**src/rtl/booth2_pkg.sv**
```systemverilog
// Shared definitions for the Booth radix-4 multiplier front end: default sizes,
// canonical Booth triplet values and the code_ppn slice index helper.
package booth2_pkg;

    localparam int WIDTH = 16;
    localparam int NPP   = WIDTH / 2;

    // Canonical {b[2k+1], b[2k], b[2k-1]} triplets for each partial-product action
    localparam logic [2:0] CODE_ZERO = 3'b000;
    localparam logic [2:0] CODE_PA   = 3'b001;
    localparam logic [2:0] CODE_P2A  = 3'b011;
    localparam logic [2:0] CODE_N2A  = 3'b100;
    localparam logic [2:0] CODE_NA   = 3'b101;

    // LSB of the slice for partial product k (k = 1..NPP-1) inside code_ppn
    function automatic int ppn_lsb(input int k);
        return 3 * (k - 1);
    endfunction

endpackage

```
**src/rtl/booth2_code_slicer.sv**
```systemverilog
// Pure wiring: cuts multiplier B into overlapping Booth triplets.
// pp1 uses an implicit B[-1] = 0, so only its two real bits are emitted.
module booth2_code_slicer #(
    parameter int WIDTH = 16
) (
    input  logic [WIDTH-1:0]             b,
    output logic [1:0]                   code_pp1,
    output logic [3*(WIDTH/2-1)-1:0]     code_ppn
);
    import booth2_pkg::*;

    localparam int NPP = WIDTH / 2;

    assign code_pp1 = b[1:0];

    for (genvar k = 1; k < NPP; k++) begin : g_slice
        assign code_ppn[ppn_lsb(k) +: 3] = b[2*k+1 -: 3];
    end

endmodule

```
**src/rtl/booth2_operand_stage.sv**
```systemverilog
// Two-stage operand front end of the 16x16 Booth radix-4 multiplier: registers
// A/B/tag, then presents A, -A (17 bit) and the Booth codes from registers.
module booth2_operand_stage #(
    parameter int WIDTH = 16,
    parameter int TAG_W = 4
) (
    input  logic                         sys_clk,
    input  logic                         sys_rst_n,
    input  logic                         in_valid,
    output logic                         in_ready,
    input  logic [WIDTH-1:0]             in_a,
    input  logic [WIDTH-1:0]             in_b,
    input  logic [TAG_W-1:0]             in_tag,
    output logic                         out_valid,
    input  logic                         out_ready,
    output logic [WIDTH-1:0]             out_a,
    output logic [WIDTH:0]               out_inv_a,
    output logic [1:0]                   code_pp1,
    output logic [3*(WIDTH/2-1)-1:0]     code_ppn,
    output logic [TAG_W-1:0]             out_tag,
    output logic                         busy
);
    import booth2_pkg::*;

    localparam int NPP = WIDTH / 2;

    logic                     s1_valid;
    logic [WIDTH-1:0]         s1_a;
    logic [WIDTH-1:0]         s1_b;
    logic [TAG_W-1:0]         s1_tag;
    logic                     s2_valid;
    logic                     accept;
    logic                     s2_load;
    logic [WIDTH:0]           inv_a_d;
    logic [1:0]               pp1_d;
    logic [3*(NPP-1)-1:0]     ppn_d;

    // Handshake: a beat moves on a rising edge where valid & ready are both high.
    // A producer holds valid and its data until that edge; ready never waits on
    // valid. in_ready looks through S1 to out_ready so a full pipe still streams.
    assign s2_load  = s1_valid & (~s2_valid | out_ready);
    assign in_ready = ~s1_valid | s2_load;
    assign accept   = in_valid & in_ready;

    assign out_valid = s2_valid;
    assign busy      = s1_valid | s2_valid;

    // Sign-extend first so that -(-2^(WIDTH-1)) is representable
    assign inv_a_d = ~{s1_a[WIDTH-1], s1_a} + (WIDTH+1)'(1);

    booth2_code_slicer #(.WIDTH(WIDTH)) u_slicer (
        .b        (s1_b),
        .code_pp1 (pp1_d),
        .code_ppn (ppn_d)
    );

    always_ff @(posedge sys_clk or negedge sys_rst_n) begin
        if (!sys_rst_n) begin
            s1_valid <= 1'b0;
            s1_a     <= '0;
            s1_b     <= '0;
            s1_tag   <= '0;
        end else begin
            if (accept) begin
                s1_a   <= in_a;
                s1_b   <= in_b;
                s1_tag <= in_tag;
            end
            if (accept)
                s1_valid <= 1'b1;
            else if (s2_load)
                s1_valid <= 1'b0;
        end
    end

    always_ff @(posedge sys_clk or negedge sys_rst_n) begin
        if (!sys_rst_n) begin
            s2_valid  <= 1'b0;
            out_a     <= '0;
            out_inv_a <= '0;
            code_pp1  <= '0;
            code_ppn  <= '0;
            out_tag   <= '0;
        end else begin
            if (s2_load) begin
                s2_valid  <= 1'b1;
                out_a     <= s1_a;
                out_inv_a <= inv_a_d;
                code_pp1  <= pp1_d;
                code_ppn  <= ppn_d;
                out_tag   <= s1_tag;
            end else if (out_ready) begin
                s2_valid  <= 1'b0;
            end
        end
    end

endmodule
```
**config.mk**
```make
export PLATFORM = sky130hd
export DESIGN_NAME = booth2_operand_stage
export DESIGN_NICKNAME = d
export VERILOG_FILES = /design/src/rtl/booth2_pkg.sv /design/src/rtl/booth2_code_slicer.sv /design/src/rtl/booth2_operand_stage.sv
export SDC_FILE = /design/constraint.sdc
export NUM_CORES = 1
export LEC_CHECK = 0
export ABC_AREA = 0
export CORE_MARGIN = 10
export CORE_UTILIZATION = 44
export DETAILED_ROUTE_END_ITERATION = 10
export HOLD_SLACK_MARGIN = 0.12
export PLACE_DENSITY = 0.82
export SLEW_MARGIN = 20
export SYNTH_ARGS = -nofsm -noshare
export SYNTH_HDL_FRONTEND = slang
export SYNTH_HIERARCHICAL = 1
export SYNTH_SLANG_ARGS = --single-unit
export TNS_END_PERCENT = 10
```
**constraint.sdc**
```tcl
create_clock -name sys_clk -period 1.4 [get_ports sys_clk]
set_input_delay 0.28 -clock sys_clk [delete_from_list [all_inputs] [get_ports sys_clk]]
set_output_delay 0.28 -clock sys_clk [all_outputs]
set_load 0.05 [all_outputs]
```
### Yosys cells after proc, flatten, opt, wreduce, memory -nomap -nowiden

Cells that the tools add are included.

| word-level totals | value |
|---|---|
| register bits after elaboration | 98 |
| bits of input ports | 40 |
| output and inout port bits | 63 |
| logic and storage cells | 25 |

| cells by class | value |
|---|---|
| add/sub/neg operators | 1 |
| mux-type cells | 4 |
| bitwise logic cells | 8 |
| reductions and logical operators | 2 |

Operators by type and width:

| cell | count |
|---|---|
| $add 17x1->17 const B | 1 |
| $not 17->17 | 1 |
| $mux 1 | 4 |
| $reduce_bool 2->1 | 2 |
| $or 1x1->1 | 3 |
| $and 1x1->1 | 2 |
| $not 1->1 | 2 |

### Longest topological paths before layout

| logic depth | value |
|---|---|
| depth after elaboration | 6 |
| gate-level depth with buffers | 6 |
| gate-level depth less buffers | 6 |

### Hierarchy

Netlist, hierarchy kept.

Modules (own cells, without submodules):

| module | instances | cells each | area an instance (µm²) |
|---|---|---|---|
| booth2_operand_stage | 1 | 273 | 3911.3 |
| booth2_code_slicer | 1 | 23 | 172.7 |

### Worst setup path after synthesis

No wires, ideal clock.

| path | value |
|---|---|
| kind | register to register |
| start point | register s2_valid (netlist: out_valid) |
| end point | register s1_a[0] |
| setup time | 125 ps |
| arrival time | 2177 ps |
| required time | 1275 ps |
| setup slack | -902 ps |
| stages on the path, launching flop included | 5 |
| buffers on the path | 1 |
| clock period less this slack | 2302 ps |
| cells stage by stage | dfrtp_1 -> nand3b_1 -> nand2_1 -> buf_4 -> mux2_2 |

| on the way | value |
|---|---|
| longest elaborated chain between the ends | 5 |

Ends and longest elaborated chain:

| what | RTL line | source |
|---|---|---|
| from (decl) | booth2_operand_stage.sv:31 | `logic s2_valid;` |
| from (signal assigned) | booth2_operand_stage.sv:78 | `s2_valid <= 1'b0;` |
| from (signal assigned) | booth2_operand_stage.sv:86 | `s2_valid <= 1'b1;` |
| from (signal assigned) | booth2_operand_stage.sv:93 | `s2_valid <= 1'b0;` |
| $not 1->1 | booth2_operand_stage.sv:41 | `assign s2_load = s1_valid & (~s2_valid \| out_ready);` |
| $or 1x1->1 | booth2_operand_stage.sv:41 |  |
| $and 1x1->1 | booth2_operand_stage.sv:41 |  |
| $or 1x1->1 | booth2_operand_stage.sv:42 | `assign in_ready = ~s1_valid \| s2_load;` |
| via in_ready | booth2_operand_stage.sv:10 | `output logic in_ready,` |
| $and 1x1->1 | booth2_operand_stage.sv:43 | `assign accept = in_valid & in_ready;` |
| to (signal assigned) | booth2_operand_stage.sv:65 | `s1_a <= in_a;` |
| to (decl) | booth2_operand_stage.sv:28 | `logic [WIDTH-1:0] s1_a;` |

The timed path passes the listed nets, and every way through them passes these cells.
A chain may end at the register's enable or synchronous reset.

### Worst setup path after layout

| path | value |
|---|---|
| start point | register s2_valid (netlist: out_valid) |
| end point | output port in_ready |

| on the way | value |
|---|---|
| longest elaborated chain between the ends | 4 |

Ends and longest elaborated chain:

| what | RTL line |
|---|---|
| $not 1->1 | booth2_operand_stage.sv:41 |
| $or 1x1->1 | booth2_operand_stage.sv:41 |
| $and 1x1->1 | booth2_operand_stage.sv:41 |
| $or 1x1->1 | booth2_operand_stage.sv:42 |
| to (decl) | booth2_operand_stage.sv:10 |

Every way passes these cells.

==> results.cfg <==
[place]
gp_congestion = 0.777
post-place-ws_ns = -0.370
dp_hpwl_um = 7490
place_inst = 516
port_buffers = 102

[timing]
report.final.slew_viol_count = 0
maxSlewHeadroom_pct = 74.5
final.setup.tns_ns = -5.09
setup_viol = 89
rsz0062_at_grt = yes
fmax_mhz = 634
finalCriticalPeriod_ns = 1.58
finalCritPeriodShare_pct = 113
hold_viol_final = 0
fin_ws_ns = -0.177
worst_pin_slew_ns = 0.382
clock_skew_ns = 0.0122

[routing]
viasPerCell = 5.00
wl_met3_um = 1050
dr_total_vias = 2718
drc = 0
firstDrtPassIters = 4
wl_um = 10200
ant_nets = 0
wl_met1_um = 3830
route.met2.wl_um = 5150
routed.top_layer = met4
post_drt_wl_per_cell_um = 18.8
first_iter_violations = 62

[floorplanning]
boundaryPins = 103
dieArea_sq_mm = 0.0135
die_x_um = 116
rows = 35
core_sq_mm = 0.00915
initial_core_util_pct = 44.6
die_y_um = 116

[clock_network]
cts.path.max_buffers = 2
clkTransAtPathRegs_ns = 0.09
htree_num_levels = 3
numCtsBuffers = 9
clock-root-buffer = clkbuf_8
cts_tree = done
cts_sinks = 97
clkLatencyLatePin_ns = 0.36

[synthesis]
synth_top_area_cell = dfrtp_1
syn_inst = 296
yosys_warnings = 6
syn_avg_cell_area_sq_um = 13.8
ys_ff_latch = 97
syn_nets = 337
seq_area_frac_synth_pct = 59.4
synthTopCellsByArea = dfrtp_1, mux2_2, buf_4, xnor2_1, nand2_1
synth_area_sq_mm = 0.00408
ys_types = 29
netlist.area_leader.share_pct = 59.4

[layout]
register_area_sq_mm = 0.00243
final_nets = 469
fin_util_pct = 71.3
layout_commonest_cell = dfrtp_1
diodes = 0
nFillCells = 568
fin_cells = 544
drive_above_1_share_pct = 52.7
layout_common_cells = dfrtp_1, buf_12, mux2_2
multi_input_area_sq_mm = 0.00153
area_growth_pct = 59.9

[pwr]
ir_drop_mv = 1.13
powerDensity_mw_per_mm2 = 1730
p_leak_nw = 2.87
netSwitchingFraction_pct = 35.7
seqPwrFrac_pct = 35.7
combPwrFrac_pct = 45.1
clkPwrFrac_pct = 19.2
power.switching_w = 0.00403
intPower_w = 0.00726

[global_route]
grt_max_degree = 33
grt_pass1_vias = 3059
grt_antenna_before_repair = 0
grt_pass1_wl_um = 15900
grt-ovfl-total = 0
grt_use_total_pct = 15.2

[setup_path]
reg2regPathDepth = 6
r2r-start = out_valid$_DFFE_PN0P_
required_ns = 1.12
cp_cell_sequence = buf_6, nand3b_1, buf_6, buf_12
crit_start = out_valid$_DFFE_PN0P_
ff2ff_setup_slack_ns = -0.14
path_max_fanout = 2
crit_slowest_cell = dfrtp_2
cp-end-kind = primary output
cp_slowest_stage_delay_ns = 0.43
cp_top_family = flip-flops
r2r-end = s1_b[0]$_DFFE_PN0P_
worst-path-buf-inv = 3
crit_type = flop to primary output
worst-path-stages = 4
cp-start-kind = flop
crit_top_cell = buf_6
arrival_ns = 1.30
endpoint = in_ready

[status]
violations = setup timing
outcome = finished with violations

[job]
cap_violations = 0

[hold_path]
min_path_type = input port to asynchronous set/reset pin
through the flow:
step,power (W),hold slack (ns),area [sq um]
finish,0.0113,0.380,6530
global route,0.0118,0.388,6530
CTS,0.0113,0.375,6400
detailed placement,0.00903,0.225,6020
global placement,0.00891,0.219,6020
floorplan,0.00631,-0.0156,4100
power by group through the flow:
stage,Clock (W),Sequential (W),Combinational [W]
floorplan,0,0.00536,0.000946
global placement,0,0.00404,0.00487
detailed placement,0,0.00408,0.00495
CTS,0.00221,0.00403,0.00506
global route,0.00233,0.00411,0.00531
finish,0.00217,0.00403,0.00509
logic make-up (layout without fill, tap and decap cells):
kind of cell,count (synthesis),count (layout),share of synthesized area (%)
AO/OA/AOI/OAI,20,20,2.94
XOR/XNOR,12,12,2.57
adder cells (fa/ha/maj),1,1,0.306
buffers and inverters,38,175,6.16
flip-flops,97,97,59.4
multiplexers,77,77,21.2
AND/OR/NAND/NOR,51,51,7.35
sequential cells by signal, summed over array words and instances (netlist names):
| name | flops |
|---|---|
| code_pp1 | 2 |
| code_ppn | 21 |
| out_a | 16 |
| out_inv_a | 16 |
| out_tag | 4 |
| out_valid | 1 |
| s1_a | 16 |
| s1_b | 16 |
| s1_tag | 4 |
| s1_valid | 1 |
layout make-up:
type	instances	share of cell area, %
clock buffer	11	2.17
clock inverter	5	1.57
inverter	3	0.172
multi-input combinational	161	23.4
sequential	97	37.3
tap	111	2.13
timing repair buffer	156	33.3
per-layer routing:
layer | global-route usage (%) | vias up
met5 | 0 | -
met4 | 6.59 | 0
met3 | 7.55 | 17
met2 | 24.8 | 82
met1 | 16.4 | 1352
li1 | - | 1267
cells in the mapped netlist, drive strengths merged:
cell	number
o2111a	1
dfrtp	97
nand4	4
nand2	21
nand4b	2
nor4	2
nor3	6
clkbuf	2
or2b	1
nor2	4
o31ai	2
nand3b	1
nor3b	1
nor4b	1
o21ai	15
buf	33
xor2	2
nand2b	5
a2111o	1
mux2	77
or2	1
a21boi	1
inv	3
xnor2	10
ha	1
nand3	2
timing repair:
| item | in CTS | in global routing |
|---|---|---|
| cloned | 0 | 2 |
| hold endpoints to repair | 21 | 0 |
| pin swaps | 2 | 10 |
| resized for setup | 28 | 14 |
| buffers inserted | 5 | 4 |
| hold buffers | 1 | 0 |
| endpoints found under the setup margin | 15 | 94 |
worst reg2reg max path, stage by stage (launching register included):
cell,delay [ns]
dfrtp_2,0.39
buf_6,0.10
nand3b_1,0.12
buf_4,0.19
nand2_8,0.09
buf_12,0.17
mux2_2,0.36
how the worst min path moves through the flow:
stage                   start                  endpoint  slack [ns]  cells past startpoint
finish              sys_rst_n  code_ppn[18]$_DFFE_PN0P_        0.38                      2
global route        sys_rst_n      s1_b[12]$_DFFE_PN0P_        0.39                      2
CTS                 sys_rst_n  code_ppn[18]$_DFFE_PN0P_        0.37                      2
detailed placement  sys_rst_n      s1_b[13]$_DFFE_PN0P_        0.22                      1
global placement    sys_rst_n      s1_b[13]$_DFFE_PN0P_        0.22                      1
floorplan           sys_rst_n   code_pp1[0]$_DFFE_PN0P_       -0.02                      0
Note: power is estimated with default switching activity, not from simulation.
